==> config.mk <==
export PLATFORM = sky130hd
export DESIGN_NAME = axi_mem_test_gen_flat
export DESIGN_NICKNAME = d
export VERILOG_FILES = /design/src/rtl/axi_mem_test_gen_if.sv /design/src/rtl/axi_mem_test_gen.sv /design/src/flat_wrapper.sv
export SDC_FILE = /design/constraint.sdc
export NUM_CORES = 1
export LEC_CHECK = 0
export ABC_CLOCK_PERIOD_IN_PS = 6100
export BUFFER_PORTS_ARGS = -buffer_cell sky130_fd_sc_hd__buf_2
export CAP_MARGIN = 20
export CORE_MARGIN = 2
export CORE_UTILIZATION = 53
export CTS_BUF_LIST = sky130_fd_sc_hd__clkbuf_8
export CTS_CLUSTER_SIZE = 40
export DETAILED_ROUTE_END_ITERATION = 12
export PLACE_DENSITY_LB_ADDON = 0.25
export SLEW_MARGIN = 20
export SYNTH_ARGS = -nofsm -noshare
export SYNTH_HDL_FRONTEND = slang
export SYNTH_SLANG_ARGS = --single-unit
export TNS_END_PERCENT = 30
==> constraint.sdc <==
create_clock -name clk_i -period 6.1 [get_ports clk_i]
set_input_delay 0.61 -clock clk_i [delete_from_list [all_inputs] [get_ports clk_i]]
set_output_delay 0.61 -clock clk_i [all_outputs]
set_load 0.005 [all_outputs]
==> src/rtl/axi_mem_test_gen_if.sv <==
// AXI4 bundle between the memory test generator (master) and the memory port under test (slave).
interface axi_mem_test_gen_if;
    logic        awvalid;
    logic [31:0] awaddr;
    logic [3:0]  awid;
    logic [7:0]  awlen;
    logic [1:0]  awburst;
    logic        awready;

    logic        wvalid;
    logic [31:0] wdata;
    logic [3:0]  wstrb;
    logic        wlast;
    logic        wready;

    logic        bvalid;
    logic [1:0]  bresp;
    logic [3:0]  bid;
    logic        bready;

    logic        arvalid;
    logic [31:0] araddr;
    logic [3:0]  arid;
    logic [7:0]  arlen;
    logic [1:0]  arburst;
    logic        arready;

    logic        rvalid;
    logic [31:0] rdata;
    logic [1:0]  rresp;
    logic [3:0]  rid;
    logic        rlast;
    logic        rready;

    modport master (
        output awvalid, awaddr, awid, awlen, awburst,
        input  awready,
        output wvalid, wdata, wstrb, wlast,
        input  wready,
        input  bvalid, bresp, bid,
        output bready,
        output arvalid, araddr, arid, arlen, arburst,
        input  arready,
        input  rvalid, rdata, rresp, rid, rlast,
        output rready
    );

    modport slave (
        input  awvalid, awaddr, awid, awlen, awburst,
        output awready,
        input  wvalid, wdata, wstrb, wlast,
        output wready,
        output bvalid, bresp, bid,
        input  bready,
        input  arvalid, araddr, arid, arlen, arburst,
        output arready,
        output rvalid, rdata, rresp, rid, rlast,
        input  rready
    );
endinterface

==> src/rtl/axi_mem_test_gen.sv <==
// AXI4 write-then-readback memory test generator with per-beat checking.
// Optional watchdog enabled by defining AXI_TEST_TIMEOUT_EN.
module axi_mem_test_gen #(
    parameter int unsigned NUM_BURSTS     = 256,
    parameter int unsigned BURST_LEN      = 8,
    parameter logic [31:0] ADDR_START     = 32'h0000_0000,
    parameter logic [31:0] ADDR_STEP      = 32'd32,
    parameter logic [31:0] DATA_SEED      = 32'h89AB_CDEF,
    parameter int unsigned TIMEOUT_CYCLES = 1024
) (
    input  logic               clk_i,
    input  logic               rst_i,
    input  logic               start_i,
    axi_mem_test_gen_if.master outport,
    output logic               busy_o,
    output logic               done_o,
    output logic               pass_o,
    output logic               timeout_o,
    output logic [15:0]        err_count_o,
    output logic [31:0]        first_err_addr_o
);

    localparam logic [7:0]  LenM1     = 8'(BURST_LEN - 1);
    localparam logic [31:0] LastBurst = 32'(NUM_BURSTS - 1);

    typedef enum logic [2:0] {StIdle, StAw, StW, StB, StAr, StR, StDone} state_e;

    state_e      state_q;
    logic [31:0] burst_addr_q;
    logic [31:0] burst_cnt_q;
    logic [7:0]  beat_q;

    logic        awvalid_q;
    logic [31:0] awaddr_q;
    logic [7:0]  awlen_q;
    logic        wvalid_q;
    logic [31:0] wdata_q;
    logic        wlast_q;
    logic        bready_q;
    logic        arvalid_q;
    logic [31:0] araddr_q;
    logic [7:0]  arlen_q;
    logic        rready_q;
    logic        busy_q;
    logic        done_q;
    logic        pass_q;
    logic [15:0] err_count_q;
    logic [31:0] first_err_addr_q;

    logic [31:0] beat_addr;
    logic [31:0] next_beat_addr;
    logic [31:0] next_burst_addr;
    logic        last_beat;
    logic        last_burst;
    logic        aw_hs, w_hs, b_hs, ar_hs, r_hs;
    logic        b_err, r_err, err_hit;
    logic [31:0] err_addr;
    logic        timeout_hit;

    assign beat_addr       = burst_addr_q + {22'd0, beat_q, 2'b00};
    assign next_beat_addr  = beat_addr + 32'd4;
    assign next_burst_addr = burst_addr_q + ADDR_STEP;
    assign last_beat       = (beat_q == LenM1);
    assign last_burst      = (burst_cnt_q == LastBurst);

    assign aw_hs = awvalid_q & outport.awready;
    assign w_hs  = wvalid_q & outport.wready;
    assign b_hs  = bready_q & outport.bvalid;
    assign ar_hs = arvalid_q & outport.arready;
    assign r_hs  = rready_q & outport.rvalid;

    // At most one error per beat: any of data, response or rlast placement being wrong.
    assign b_err = b_hs && (outport.bresp != 2'b00);
    assign r_err = r_hs && ((outport.rdata != (DATA_SEED + beat_addr)) ||
                            (outport.rresp != 2'b00) ||
                            (outport.rlast != last_beat));
    assign err_hit  = b_err | r_err | timeout_hit;
    assign err_addr = b_err ? burst_addr_q : beat_addr;

`ifdef AXI_TEST_TIMEOUT_EN
    logic [15:0] wdog_q;
    logic        timeout_q;
    logic        active;
    logic        any_hs;

    assign active      = (state_q == StAw) || (state_q == StW) || (state_q == StB) ||
                         (state_q == StAr) || (state_q == StR);
    assign any_hs      = aw_hs | w_hs | b_hs | ar_hs | r_hs;
    assign timeout_hit = active && !any_hs && (wdog_q == 16'(TIMEOUT_CYCLES - 1));
    assign timeout_o   = timeout_q;
`else
    assign timeout_hit = 1'b0;
    assign timeout_o   = 1'b0;
`endif

    always_ff @(posedge clk_i or posedge rst_i) begin
        if (rst_i) begin
            state_q          <= StIdle;
            burst_addr_q     <= 32'd0;
            burst_cnt_q      <= 32'd0;
            beat_q           <= 8'd0;
            awvalid_q        <= 1'b0;
            awaddr_q         <= 32'd0;
            awlen_q          <= 8'd0;
            wvalid_q         <= 1'b0;
            wdata_q          <= 32'd0;
            wlast_q          <= 1'b0;
            bready_q         <= 1'b0;
            arvalid_q        <= 1'b0;
            araddr_q         <= 32'd0;
            arlen_q          <= 8'd0;
            rready_q         <= 1'b0;
            busy_q           <= 1'b0;
            done_q           <= 1'b0;
            pass_q           <= 1'b0;
            err_count_q      <= 16'd0;
            first_err_addr_q <= 32'd0;
`ifdef AXI_TEST_TIMEOUT_EN
            wdog_q           <= 16'd0;
            timeout_q        <= 1'b0;
`endif
        end else begin
            unique case (state_q)
                StIdle, StDone: begin
                    if (start_i) begin
                        err_count_q      <= 16'd0;
                        first_err_addr_q <= 32'd0;
                        done_q           <= 1'b0;
                        pass_q           <= 1'b0;
                        busy_q           <= 1'b1;
                        burst_addr_q     <= ADDR_START;
                        burst_cnt_q      <= 32'd0;
                        awvalid_q        <= 1'b1;
                        awaddr_q         <= ADDR_START;
                        awlen_q          <= LenM1;
                        state_q          <= StAw;
`ifdef AXI_TEST_TIMEOUT_EN
                        timeout_q        <= 1'b0;
`endif
                    end
                end
                StAw: begin
                    if (aw_hs) begin
                        awvalid_q <= 1'b0;
                        wvalid_q  <= 1'b1;
                        wdata_q   <= DATA_SEED + burst_addr_q;
                        wlast_q   <= (LenM1 == 8'd0);
                        beat_q    <= 8'd0;
                        state_q   <= StW;
                    end
                end
                StW: begin
                    if (w_hs) begin
                        if (last_beat) begin
                            wvalid_q <= 1'b0;
                            wlast_q  <= 1'b0;
                            bready_q <= 1'b1;
                            state_q  <= StB;
                        end else begin
                            beat_q  <= beat_q + 8'd1;
                            wdata_q <= DATA_SEED + next_beat_addr;
                            wlast_q <= ((beat_q + 8'd1) == LenM1);
                        end
                    end
                end
                StB: begin
                    if (b_hs) begin
                        bready_q <= 1'b0;
                        if (last_burst) begin
                            burst_addr_q <= ADDR_START;
                            burst_cnt_q  <= 32'd0;
                            arvalid_q    <= 1'b1;
                            araddr_q     <= ADDR_START;
                            arlen_q      <= LenM1;
                            state_q      <= StAr;
                        end else begin
                            burst_addr_q <= next_burst_addr;
                            burst_cnt_q  <= burst_cnt_q + 32'd1;
                            awvalid_q    <= 1'b1;
                            awaddr_q     <= next_burst_addr;
                            state_q      <= StAw;
                        end
                    end
                end
                StAr: begin
                    if (ar_hs) begin
                        arvalid_q <= 1'b0;
                        rready_q  <= 1'b1;
                        beat_q    <= 8'd0;
                        state_q   <= StR;
                    end
                end
                StR: begin
                    // The burst closes on the BURST_LEN-th beat whatever rlast says.
                    if (r_hs) begin
                        if (last_beat) begin
                            rready_q <= 1'b0;
                            if (last_burst) begin
                                busy_q  <= 1'b0;
                                done_q  <= 1'b1;
                                pass_q  <= (err_count_q == 16'd0) && !r_err;
                                state_q <= StDone;
                            end else begin
                                burst_addr_q <= next_burst_addr;
                                burst_cnt_q  <= burst_cnt_q + 32'd1;
                                arvalid_q    <= 1'b1;
                                araddr_q     <= next_burst_addr;
                                state_q      <= StAr;
                            end
                        end else begin
                            beat_q <= beat_q + 8'd1;
                        end
                    end
                end
                default: state_q <= StIdle;
            endcase

            if (err_hit) begin
                if (err_count_q != 16'hFFFF) begin
                    err_count_q <= err_count_q + 16'd1;
                end
                if (err_count_q == 16'd0) begin
                    first_err_addr_q <= err_addr;
                end
            end

`ifdef AXI_TEST_TIMEOUT_EN
            if (!active || any_hs) begin
                wdog_q <= 16'd0;
            end else begin
                wdog_q <= wdog_q + 16'd1;
            end
            if (timeout_hit) begin
                awvalid_q <= 1'b0;
                wvalid_q  <= 1'b0;
                wlast_q   <= 1'b0;
                bready_q  <= 1'b0;
                arvalid_q <= 1'b0;
                rready_q  <= 1'b0;
                timeout_q <= 1'b1;
                busy_q    <= 1'b0;
                done_q    <= 1'b1;
                pass_q    <= 1'b0;
                state_q   <= StDone;
            end
`endif
        end
    end

    assign outport.awvalid = awvalid_q;
    assign outport.awaddr  = awaddr_q;
    assign outport.awid    = 4'd0;
    assign outport.awlen   = awlen_q;
    assign outport.awburst = 2'b01;
    assign outport.wvalid  = wvalid_q;
    assign outport.wdata   = wdata_q;
    assign outport.wstrb   = 4'hF;
    assign outport.wlast   = wlast_q;
    assign outport.bready  = bready_q;
    assign outport.arvalid = arvalid_q;
    assign outport.araddr  = araddr_q;
    assign outport.arid    = 4'd0;
    assign outport.arlen   = arlen_q;
    assign outport.arburst = 2'b01;
    assign outport.rready  = rready_q;

    assign busy_o           = busy_q;
    assign done_o           = done_q;
    assign pass_o           = pass_q;
    assign err_count_o      = err_count_q;
    assign first_err_addr_o = first_err_addr_q;

endmodule

==> src/flat_wrapper.sv <==
// flat-port wrapper written by rule: the top's interface ports become plain ports
module axi_mem_test_gen_flat 
#(
    parameter int unsigned NUM_BURSTS     = 256,
    parameter int unsigned BURST_LEN      = 8,
    parameter logic [31:0] ADDR_START     = 32'h0000_0000,
    parameter logic [31:0] ADDR_STEP      = 32'd32,
    parameter logic [31:0] DATA_SEED      = 32'h89AB_CDEF,
    parameter int unsigned TIMEOUT_CYCLES = 1024
)
  (clk_i, rst_i, start_i, busy_o, done_o, pass_o, timeout_o, err_count_o, first_err_addr_o, outport_awvalid, outport_awaddr, outport_awid, outport_awlen, outport_awburst, outport_awready, outport_wvalid, outport_wdata, outport_wstrb, outport_wlast, outport_wready, outport_bvalid, outport_bresp, outport_bid, outport_bready, outport_arvalid, outport_araddr, outport_arid, outport_arlen, outport_arburst, outport_arready, outport_rvalid, outport_rdata, outport_rresp, outport_rid, outport_rlast, outport_rready);
  axi_mem_test_gen_if outport_i ();
  input  logic clk_i;
  input  logic rst_i;
  input  logic start_i;
  output logic busy_o;
  output logic done_o;
  output logic pass_o;
  output logic timeout_o;
  output logic [15:0] err_count_o;
  output logic [31:0] first_err_addr_o;
  output wire logic [$bits(outport_i.awvalid)-1:0] outport_awvalid;
  output wire logic [$bits(outport_i.awaddr)-1:0] outport_awaddr;
  output wire logic [$bits(outport_i.awid)-1:0] outport_awid;
  output wire logic [$bits(outport_i.awlen)-1:0] outport_awlen;
  output wire logic [$bits(outport_i.awburst)-1:0] outport_awburst;
  input wire logic [$bits(outport_i.awready)-1:0] outport_awready;
  output wire logic [$bits(outport_i.wvalid)-1:0] outport_wvalid;
  output wire logic [$bits(outport_i.wdata)-1:0] outport_wdata;
  output wire logic [$bits(outport_i.wstrb)-1:0] outport_wstrb;
  output wire logic [$bits(outport_i.wlast)-1:0] outport_wlast;
  input wire logic [$bits(outport_i.wready)-1:0] outport_wready;
  input wire logic [$bits(outport_i.bvalid)-1:0] outport_bvalid;
  input wire logic [$bits(outport_i.bresp)-1:0] outport_bresp;
  input wire logic [$bits(outport_i.bid)-1:0] outport_bid;
  output wire logic [$bits(outport_i.bready)-1:0] outport_bready;
  output wire logic [$bits(outport_i.arvalid)-1:0] outport_arvalid;
  output wire logic [$bits(outport_i.araddr)-1:0] outport_araddr;
  output wire logic [$bits(outport_i.arid)-1:0] outport_arid;
  output wire logic [$bits(outport_i.arlen)-1:0] outport_arlen;
  output wire logic [$bits(outport_i.arburst)-1:0] outport_arburst;
  input wire logic [$bits(outport_i.arready)-1:0] outport_arready;
  input wire logic [$bits(outport_i.rvalid)-1:0] outport_rvalid;
  input wire logic [$bits(outport_i.rdata)-1:0] outport_rdata;
  input wire logic [$bits(outport_i.rresp)-1:0] outport_rresp;
  input wire logic [$bits(outport_i.rid)-1:0] outport_rid;
  input wire logic [$bits(outport_i.rlast)-1:0] outport_rlast;
  output wire logic [$bits(outport_i.rready)-1:0] outport_rready;
  assign outport_awvalid = outport_i.awvalid;
  assign outport_awaddr = outport_i.awaddr;
  assign outport_awid = outport_i.awid;
  assign outport_awlen = outport_i.awlen;
  assign outport_awburst = outport_i.awburst;
  assign outport_i.awready = outport_awready;
  assign outport_wvalid = outport_i.wvalid;
  assign outport_wdata = outport_i.wdata;
  assign outport_wstrb = outport_i.wstrb;
  assign outport_wlast = outport_i.wlast;
  assign outport_i.wready = outport_wready;
  assign outport_i.bvalid = outport_bvalid;
  assign outport_i.bresp = outport_bresp;
  assign outport_i.bid = outport_bid;
  assign outport_bready = outport_i.bready;
  assign outport_arvalid = outport_i.arvalid;
  assign outport_araddr = outport_i.araddr;
  assign outport_arid = outport_i.arid;
  assign outport_arlen = outport_i.arlen;
  assign outport_arburst = outport_i.arburst;
  assign outport_i.arready = outport_arready;
  assign outport_i.rvalid = outport_rvalid;
  assign outport_i.rdata = outport_rdata;
  assign outport_i.rresp = outport_rresp;
  assign outport_i.rid = outport_rid;
  assign outport_i.rlast = outport_rlast;
  assign outport_rready = outport_i.rready;
  axi_mem_test_gen #(.NUM_BURSTS(NUM_BURSTS), .BURST_LEN(BURST_LEN), .ADDR_START(ADDR_START), .ADDR_STEP(ADDR_STEP), .DATA_SEED(DATA_SEED), .TIMEOUT_CYCLES(TIMEOUT_CYCLES)) u_core (.clk_i(clk_i), .rst_i(rst_i), .start_i(start_i), .outport(outport_i), .busy_o(busy_o), .done_o(done_o), .pass_o(pass_o), .timeout_o(timeout_o), .err_count_o(err_count_o), .first_err_addr_o(first_err_addr_o));
endmodule
; Word-level counts from Yosys, hierarchy flattened
; Index checks and enable logic that the tools add are counted.
[word_totals]
ff_bits = 230
inputBits = 53
out_inout_bits = 186
wordCells = 181
[op_classes]
n_addsub = 9
eq_ne = 25
muxes = 85
n_bitwise = 6
reduce_logical = 36
[op_table]
columns = operator, count
row1 = $mux 32, 22
row2 = $pmux 32 s2, 3
row3 = $pmux 32 s3, 2
row4 = $add 32x32->32 const A, 3
row5 = $mux 16, 4
row6 = $mux 8, 5
row7 = $add 32x1->32 const B, 1
row8 = $add 32x10->32, 1
row9 = $add 32x3->32 const B, 1
row10 = $add 32x6->32 const B, 1
row11 = $eq 32x8->1 const B, 1
row12 = $ne 32x32->1, 1
row13 = $pmux 8 s4, 1
row14 = $mux 1, 28
row15 = $mux 3, 9
row16 = $reduce_and 4->1, 5
row17 = $ne 2x1->1 const B, 9
row18 = $pmux 3 s6, 1
row19 = $add 16x1->16 const B, 1
row20 = $eq 8x3->1 const B, 2
row21 = $logic_not 16->1, 1
row22 = $ne 16x16->1 const B, 1
row23 = $reduce_bool 2->1, 8
row24 = $reduce_and 5->1, 3
row25 = other kinds (23), 47

; Longest topological paths before layout
; Gate-level depths: netlist of run 1.
[logic_depth]
depth_word = 12
depth_mapped = 20
mapped_depth_nobuf = 15

; Least setup slack after synthesis of run 1
; Ideal clock, no wire load.
[synth_timing]
kind = register to register
startpoint = register u_core.beat_q[6]
endpoint = register u_core.first_err_addr_q[22], in the netlist u_core.first_err_addr_o[22]
setup_ps = 126
arrival_time_ps = 3985
required_ps = 5974
slack_ps = 1989
path_stages_with_launch = 19
n_path_buf = 4
period_less_slack_ps = 4111
cell_sequence = dfrtp_1 > ha_1 > buf_6 > or3_4 > a2111oi_2 > o21ai_2 > a31o_2 > a21oi_1 > xnor2_1 > o2111ai_1 > or4_4 > a2111oi_4 > and4_1 > buf_2 > or2_1 > buf_4 > nor2_4 > buf_6 > mux2i_1
[synth_between]
elab_chain_len = 8
word_cells_on_any_way = 12
classes_between = add/sub: 2 / eq/ne: 3 / mux: 3 / bitwise: 1 / reduce/logical: 3
[synth_lines]
columns = element, line_no
row1 = start: declaration, axi_mem_test_gen.sv:31  ; logic [7:0] beat_q;
row2 = start signal: assignment, axi_mem_test_gen.sv:160  ; beat_q <= beat_q + 8'd1;
row3 = start signal: assignment, axi_mem_test_gen.sv:211  ; beat_q <= beat_q + 8'd1;
row4 = $add 32x10->32, axi_mem_test_gen.sv:60  ; assign beat_addr = burst_addr_q + {22'd0, beat_q, 2'b00};
row5 = $add 32x32->32, axi_mem_test_gen.sv:74  ; assign r_err = r_hs && ((outport.rdata != (DATA_SEED + beat_addr)) ||
row6 = $ne 32x32->1, axi_mem_test_gen.sv:74
row7 = $logic_or 1x1->1, axi_mem_test_gen.sv:74
row8 = $logic_or 1x1->1, axi_mem_test_gen.sv:75  ; (outport.rresp != 2'b00) ||
row9 = $logic_and 1x1->1, axi_mem_test_gen.sv:74
row10 = $or 1x1->1, axi_mem_test_gen.sv:77  ; assign err_hit = b_err | r_err | timeout_hit;
row11 = $mux 32 *, axi_mem_test_gen.sv:218  ; if (err_hit) begin
row12 = end signal: assignment, axi_mem_test_gen.sv:223  ; first_err_addr_q <= err_addr;
row13 = end: declaration, axi_mem_test_gen.sv:48  ; logic [31:0] first_err_addr_q;
; Mark *: on every way between the ends. The rest lies on a longest branch, timed or not.
; A chain may end at the register's enable or synchronous reset.

; Worst setup path after layout of run 1
[layout_timing]
startpoint = register u_core.beat_q[6]
endpoint = register u_core.first_err_addr_q[29], in the netlist u_core.first_err_addr_o[29]
; The elaborated chain is that of the path after synthesis.

==> results of run 1 <==
==> worst reg2reg max path, cell delays in order (launching register included) <==
cell	delay [ns]
dfrtp_1	0.44
ha_1	0.53
nand3_2	0.19
o221a_4	0.42
nor4_1	0.55
o21ai_1	0.27
a211o_1	0.41
o41ai_2	0.37
xnor2_1	0.15
nor2_1	0.08
and4_1	0.28
or2_1	0.37
nor2_4	0.76
buf_4	0.39
mux2i_1	0.25
==> per-stage QoR <==
stage,cells,hold slack (ns),total power [mW],setup slack (ns)
5_1_grt,2249,0.3199,4.620,0.2488
4_1_cts,2249,0.2422,4.404,0.5670
3_3_place_gp,2178,0.4433,2.859,0.7189
2_1_floorplan,1758,0.4429,2.493,1.989
3_5_place_dp,2179,0.4470,2.888,0.6241
6_report,2249,0.2520,4.368,0.5327
==> registers in the layout, summed over array words and instances, names as in the netlist, 3 cells and up <==
name and count:
u_core.err_count_o 16, u_core.outport.araddr 28, u_core.outport.awaddr 28, u_core.outport.wdata 32, u_core.beat_q 8, u_core.burst_cnt_q 32, u_core.burst_addr_q 27, u_core.first_err_addr_o 32
u_core.state_q 3
==> area by class of cell <==
type / instances / area share, %
inverters: 40 / 0.9450
flip-flops and latches: 217 / 33.34
clock inverters: 17 / 0.8528
multi-input cells: 1344 / 49.83
clock buffers: 53 / 4.479
well taps: 341 / 2.620
repair buffers: 237 / 7.929
==> layout by cell type (no fill, tap or decap), drive strengths merged, types with 7 or more instances in the layout <==
cell and n:
and2 13, nor2 154, clkinv 8, nor3b 7, conb 27, nand2b 13, inv 44, o21ai 185
o22ai 9, xor2 52, nand3 93, a211oi 10, a31oi 14, mux2i 38, o31ai 29, and3 26
nor3 53, or2 10, o211ai 8, nand2 219, ha 16, clkbuf 53, a21o 16, or3 19
nor2b 14, nand4 24, dfrtp 217, nor4 19, buf 237, xnor2 116, a21oi 70
==> routing by layer <==
metal  GRT usage, %  up-vias
li1               -     6295
met1          38.82     6286
met2          47.01      508
met3          3.834       93
met4          11.21        0
met5              0        -
==> power by group <==
| group | internal, mW | switching [mW] |
|---|---|---|
| registers | 1.55 | 0.0913 |
| logic | 0.386 | 0.838 |
| clock network | 0.864 | 0.635 |
==> cell families after synthesis <==
group           after synthesis
compound gates              408
simple gates                680
fa+ha+maj                    16
xor+xnor                    170
other cells                   2
flops                       217
mux                          43
buf+inv                     197
==> worst max-delay path by stage <==
stage / end / slack (ns) / from
detailed placement: u_core.first_err_addr_o[20] / 0.62 / u_core.beat_q[6]
global route: u_core.first_err_addr_o[26] / 0.25 / u_core.beat_q[6]
global placement: u_core.first_err_addr_o[19] / 0.72 / u_core.beat_q[6]
finish: u_core.first_err_addr_o[29] / 0.53 / u_core.beat_q[6]
CTS: u_core.first_err_addr_o[29] / 0.57 / u_core.beat_q[6]
floorplan: u_core.first_err_addr_o[22] / 1.99 / u_core.beat_q[6]
==> run metrics, run 1 <==
CTS tree=built; RSZ-0062 raised after global routing=no; grt total ovfl=0; Antenna Nets Post-Route=0; synth top area cells=dfrtp_1, xnor2_1, o21ai_0; die width=168.8 um; Area Overhead vs Synth=13.12%; ys async rst share=100.0%; post-synthesis mux area share=3.033%; setup TNS=0 ns; worst vdd ir=0.2060 mV; CP top delay family=simple AND/OR/NAND/NOR gates; EDFF count, synth=0; postcts setup bufs=0; adder-cell share of the synthesized area=1.391%; Mean Syn Cell Area=8.307 um^2; initial core utilization=53.72%; Max-slew headroom=29.52%; crit-path max cell delay=0.75 ns; Power Dens Cells=268.2 mW/mm^2; Post-Syn Instances=1733; P_leak=7.169 nW; number of global-route vias before repair=12228; total wire length=41340 um; status=finished clean; fmax=179.6 MHz; RR Endpoint=u_core.first_err_addr_o[29]; top-count cell post-synth=nand2_1; global placer's final weighted congestion=0.9317; slowest CP cell=nor2_4; Slew @ Worst Pin=1.049 ns; Die Area=0.02850 mm^2; Synth Area in XOR/XNOR=10.59%; WL met2=19580 um; clock slew at reported path FFs=0.06 ns; # clock sinks=217; largest family of logic cells by synthesized area=simple AND/OR/NAND/NOR gates; Hold Path Class=in -> async; Remaining DRCs=0; die height=168.8 um; io pins=239; register area share after synthesis=37.72%; initial antenna violation count=0; Synth top cells by count=nand2_1, dfrtp_1, o21ai_0; first-pass iteration count of the detailed router=5; share of the synthesized area in the top cell type=37.72%; crit share post-route=91.27%; I/O Buffers=203; WL/cell=18.38 um; Root Buffer=clkbuf_8; Hold Vio Cnt, Final=0; Yosys cell types=90; clk_skew=0.03105 ns; CP Max Fanout=24; kind of critical path=reg -> reg; mapped cell area=0.01440 mm^2; CTS Buf Count=39; setup slack, reg-to-reg=0.53 ns; M1 WL=17800 um; hold_buf cts=0; WP depth=14; final setup fails=0; met3 routed WL=2353 um; Reg2Reg Launch Point=u_core.beat_q[6]; GRT Overall Usage=28.70%; total core area=0.02680 mm^2; Inserted Diodes=0; most area-hungry cell type in the Yosys netlist=dfrtp_1; final core occ=60.77%; layout cells sized above 1=18.76%; DR top layer=met4; first-pass GRT wire length=65940 um; CP endpoint kind=flop; WP data required=6.55 ns; worst reg2reg path depth=14; initial drt markers=1051; pin count of the biggest net entering global routing=118; cts repair resizes=0; CTS max path bufs=3; DP HPWL=29890 um; via density per instance=5.861; Synth Flop Type=dfrtp_1; via count=13182; Critical Path AT=6.02 ns; Rows=60; Yosys warnings=0; Worst Path Buf+Inv=1; area post-placement=0.01542 mm^2; CP Cell Sequence=ha_1 -> nand3_2 -> o221a_4 -> nor4_1 -> o21ai_1 -> a211o_1 -> o41ai_2 -> xnor2_1 -> nor2_1 -> and4_1 -> or2_1 -> nor2_4 -> buf_4 -> mux2i_1; Final Instance Area=0.01629 mm^2; Seq. cell area=0.005430 mm^2; share of synthesized cell area in and, or, nand and nor gates=22.81%; Filler cells=2430; startpoint types=flop; fin. max-slew vios=0; area of the multi-input gates=0.008115 mm^2; worst-skew pair later-pin latency=0.56 ns; max_cap viols=0; Seq cells post-synth=217; compound-cell area share of the yosys netlist=17.68%; fin crit period=5.567 ns; Layout Nets=1948; CTS H-tree depth=2
(Power assumes the default switching activity.)
==> inputs of run 2 (changes only) <==
- ABC_CLOCK_PERIOD_IN_PS: 6100 -> 6000
- CELL_PAD_IN_SITES_DETAIL_PLACEMENT: unset -> 0
- CELL_PAD_IN_SITES_GLOBAL_PLACEMENT: unset -> 2
- CORE_UTILIZATION: 53 -> 35
- clock period: 6.1 -> 6 ns (I/O delays scaled with it)
==> run 2 against run 1 <==
  * First-iteration DRC count shrank 22%
  * Non-clock buffer count increased by 9
  * Highest routed layer unchanged
  * Critical path depth rose by 2
==> run metrics, run 2 (synthesized netlist as in run 1, its figures left out) <==
status=finished clean; io pins=239; CTS H-tree depth=2; fin crit period=5.524 ns; number of global-route vias before repair=12470; Power Dens Cells=264.4 mW/mm^2; final setup fails=0; setup TNS=0 ns; via count=13004; Post-Place Setup Slack=0.5129 ns; Slew @ Worst Pin=0.9944 ns; layout cells sized above 1=18.67%; P_leak=7.213 nW; cts repair resizes=0; DP HPWL=34980 um; Filler cells=4287; CTS max path bufs=3; postcts setup bufs=0; I/O Buffers=203; initial drt markers=817; CTS Buf Count=41; initial antenna violation count=1; leading cell type in the layout, fill and taps excluded=nand2_1; Inserted Diodes=0; clock slew at reported path FFs=0.06 ns; CP Max Fanout=18; hold_ws=0.2201 ns; grt total ovfl=0; Critical Path AT=6.04 ns; Die Area=0.04277 mm^2; startpoint types=flop; total core area=0.04074 mm^2; first-pass iteration count of the detailed router=5; fin. max-slew vios=0; final worst setup slack=0.4764 ns; area post-placement=0.01573 mm^2; initial core utilization=35.34%; # clock sinks=217; worst-skew pair later-pin latency=0.61 ns; kind of critical path=reg -> reg; WP data required=6.51 ns; most frequent cells in the layout=nand2_1, dfrtp_1, buf_2, o21ai_0, nor2_1; clk_skew=0.02292 ns; pin count of the biggest net entering global routing=118; Hold Vio Cnt, Final=0; Final Instance Area=0.01651 mm^2; Rows=74; Root Buffer=clkbuf_8; Area Overhead vs Synth=14.68%; Layout Nets=1959; CTS tree=built; Max-slew headroom=33.46%; crit share post-route=92.06%; Final Non-Filler Cells=2450; fmax=181.0 MHz; Hold Path Class=in -> async; hold_buf cts=0; WL/cell=19.46 um; dpl cells=2379; max_cap viols=0; die height=206.8 um; via density per instance=5.308; RSZ-0062 raised after global routing=no; worst vdd ir=0.1725 mV; global placer's final weighted congestion=0.8740; die width=206.8 um; total wire length=47670 um; Antenna Nets Post-Route=0; Remaining DRCs=0; first-pass GRT wire length=73460 um; CP endpoint kind=flop; GRT Overall Usage=22.22%
## run 2: layer usage
layer	GRT usage, %	share of wire (%)	up-vias
li1	-	-	6317
met1	30.06	45	6276
met2	36.60	47	339
met3	3.626	4.9	72
met4	6.510	2.4	0
met5	0	0	-
## run 2: final timing paths
| check | startpoint | endpoint | slack, ns | cells past startpoint |
|---|---|---|---|---|
| min in group clk_i | outport_bvalid | u_core.outport.bready | 0.31 | 4 |
| worst max-delay path | u_core.beat_q[6] | u_core.first_err_addr_o[20] | 0.48 | 16 |
| max in group asynchronous | rst_i | u_core.outport.wdata[17] | 4.58 | 4 |
| worst min register to register | u_core.outport.wdata[1] | u_core.outport.wdata[1] | 0.46 | 1 |
| worst min-delay path | rst_i | u_core.outport.awaddr[15] | 0.22 | 3 |
| worst max register to register | u_core.beat_q[6] | u_core.first_err_addr_o[20] | 0.48 | 16 |
## run 2: cell type report
| class | instances | area (um^2) | area share, % |
|---|---|---|---|
| clock buffers | 49 | 674.4 | 4.085 |
| clock inverters | 22 | 105.1 | 0.6366 |
| inverters | 40 | 153.9 | 0.9322 |
| multi-input cells | 1344 | 8117 | 49.16 |
| flip-flops and latches | 217 | 5430 | 32.89 |
| well taps | 532 | 665.6 | 4.032 |
| repair buffers | 246 | 1364 | 8.261 |
## run 2: critical path, cell delays in order (launching register included)
cell and delay, ns:
dfrtp_1 0.44, ha_1 0.52, nand3_2 0.19, o221ai_2 0.63, buf_4 0.29, nor2_1 0.08
a21boi_1 0.14, o22ai_1 0.56, o2111ai_1 0.23, and3_1 0.22, o2111ai_1 0.26, a2111oi_4 0.10
and4_1 0.26, or2_1 0.37, nor2_4 0.63, buf_12 0.28, mux2i_1 0.21
## run 2: report_power, final
part	internal (mW)	switching (mW)
logic	0.392	0.893
registers	1.58	0.0879
clock network	0.739	0.673
total	2.71	1.65
## run 2: per-stage QoR
step / power, mW / util [%]
2_1_floorplan: 2.534 / -
3_3_place_gp: 2.989 / 38.60
3_5_place_dp: 3.000 / 38.60
4_1_cts: 4.445 / 40.51
5_1_grt: 4.668 / 40.53
6_report: 4.365 / 40.53
==> inputs of run 3 (changes only) <==
- CORE_UTILIZATION: 35 -> 25
==> run 3 against run 2 <==
  * Clock skew grew 0.026 ns
  * Register-to-register slack improved by 0.37 ns
  * Fmax rose by 7.2%
  * Die area is 39% higher
  * Critical path depth fell by 2
  * Highest routed layer unchanged
==> run metrics, run 3 (synthesized netlist as in run 1, its figures left out) <==
final core occ=30.05%; CP Max Fanout=15; worst vdd ir=0.2332 mV; first-pass iteration count of the detailed router=5; crit-path max cell delay=0.84 ns; DP HPWL=38950 um; initial core utilization=25.38%; setup TNS=0 ns; clock slew at reported path FFs=0.06 ns; postcts setup bufs=0; via density per instance=4.792; total wire length=52870 um; most used cell, CP=nor2_1; Max-slew headroom=28.95%; I/O Buffers=203; Layout Nets=1975; Antenna Nets Post-Route=0; die width=244.0 um; number of global-route vias before repair=12766; Filler cells=6156; CP Cell Sequence=ha_1 -> nand3_2 -> o221a_4 -> nor4_2 -> mux2i_1 -> nor2_1 -> a31oi_1 -> o41ai_2 -> xnor2_1 -> nor2_1 -> and4_1 -> nor2_1 -> nor2_1 -> a211o_1; Reg2Reg Launch Point=u_core.beat_q[6]; final setup fails=0; most frequent cells in the layout=nand2_1, dfrtp_1, buf_2, o21ai_0, nor2_1; grt total ovfl=0; Die Area=0.05952 mm^2; Slew @ Worst Pin=1.062 ns; GRT Overall Usage=17.54%; setup slack, reg-to-reg=0.85 ns; RR Endpoint=u_core.err_count_o[4]; hold_buf cts=1; worst reg2reg path depth=14; Power Dens Cells=270.5 mW/mm^2; WHS Endpoint=u_core.outport.bready; fin crit period=5.154 ns; clk_skew=0.04931 ns; via count=12928; global placer's final weighted congestion=0.8526; total core area=0.05671 mm^2; status=finished clean; dpl cells=2615; WL/cell=19.60 um; Area Overhead vs Synth=18.38%; Rows=87; initial drt markers=654; Root Buffer=clkbuf_8; Hold Path Class=in -> reg; CP top delay family=simple AND/OR/NAND/NOR gates; slowest CP cell=nor2_1; die height=244.0 um; CTS max path bufs=3; layout cells sized above 1=19.73%; initial antenna violation count=1; CTS Buf Count=44; cts repair resizes=0; fmax=194.0 MHz; startpoint types=flop; Worst Path Buf+Inv=0; CTS tree=built; crit share post-route=85.90%; leading cell type in the layout, fill and taps excluded=nand2_1; kind of critical path=reg -> reg; worst-skew pair later-pin latency=0.66 ns; Critical Path AT=5.68 ns; fin. max-slew vios=0; io pins=239; Worst Hold Depth=4; RSZ-0062 raised after global routing=no; CP endpoint kind=flop; pin count of the biggest net entering global routing=128; max_cap viols=0; Remaining DRCs=0; CTS H-tree depth=2; Hold Vio Cnt, Final=0; Final Non-Filler Cells=2698; # clock sinks=217; first-pass GRT wire length=81030 um; WP data required=6.53 ns; min-delay src=outport_bvalid; P_leak=7.352 nW
## run 3: cell types whose count changed in the layout (fill, tap and decap cells not counted), moves of 2 or more
cell,change
buf_4,+11
clkbuf_8,+7
clkinv_2,+5
inv_1,-3
inv_12,+2
## run 3: worst register-to-register path: cells and delay by family (launching register included)
family	cells	cell delay [ns]
and+or+nand+nor	7	2.13
AOI/OAI and AO/OA	4	1.14
muxes	1	0.67
adders and majority gates	1	0.53
DFF	1	0.43
xor gates and xnor gates	1	0.17
## run 3: cell type report
type,count,area (um^2),share of cell area [%]
clock buffers,56,770.7,4.522
diodes,1,2.502,0.01468
multi-input cells,1344,8124,47.67
repair buffers,259,1476,8.663
clock inverters,25,138.9,0.8149
inverters,40,153.9,0.9030
well taps,756,945.9,5.550
flip-flops and latches,217,5430,31.86
## run 3: report_power, final
part | switching, mW | internal [mW]
clock | 0.757 | 0.853
sequential | 0.0907 | 1.58
combinational | 0.929 | 0.400
total | 1.78 | 2.83
## run 3: how the worst max path moves through the flow
stage                          start                           to  cells past startpoint
finish              u_core.beat_q[6]        u_core.err_count_o[4]                     14
global route        u_core.beat_q[6]        u_core.err_count_o[4]                     14
CTS                 u_core.beat_q[6]        u_core.err_count_o[4]                     14
detailed placement  u_core.beat_q[6]        u_core.err_count_o[4]                     14
global placement    u_core.beat_q[6]  u_core.first_err_addr_o[14]                     15
floorplan           u_core.beat_q[6]  u_core.first_err_addr_o[22]                     18
## run 3: stage by stage
step / worst slack, ns / hold slack [ns] / total power, mW / area [um^2]
final: 0.8461 / 0.2804 / 4.610 / 17040
after global routing: 0.4466 / 0.2826 / 4.931 / 17040
after CTS: 0.9241 / 0.2218 / 4.735 / 17040
after detailed placement: 0.9052 / 0.4520 / 3.062 / 16120
after global placement: 0.5558 / 0.4467 / 3.057 / 16100
after floorplan: 1.889 / 0.4429 / 2.534 / 14490
## run 3: layer usage
metal,GRT usage (%),vias to the layer above,wire length [um]
li1,-,6350,-
met1,23.44,6267,24240
met2,29.20,238,25410
met3,2.349,73,1804
met4,5.703,0,1419
met5,0,-,0
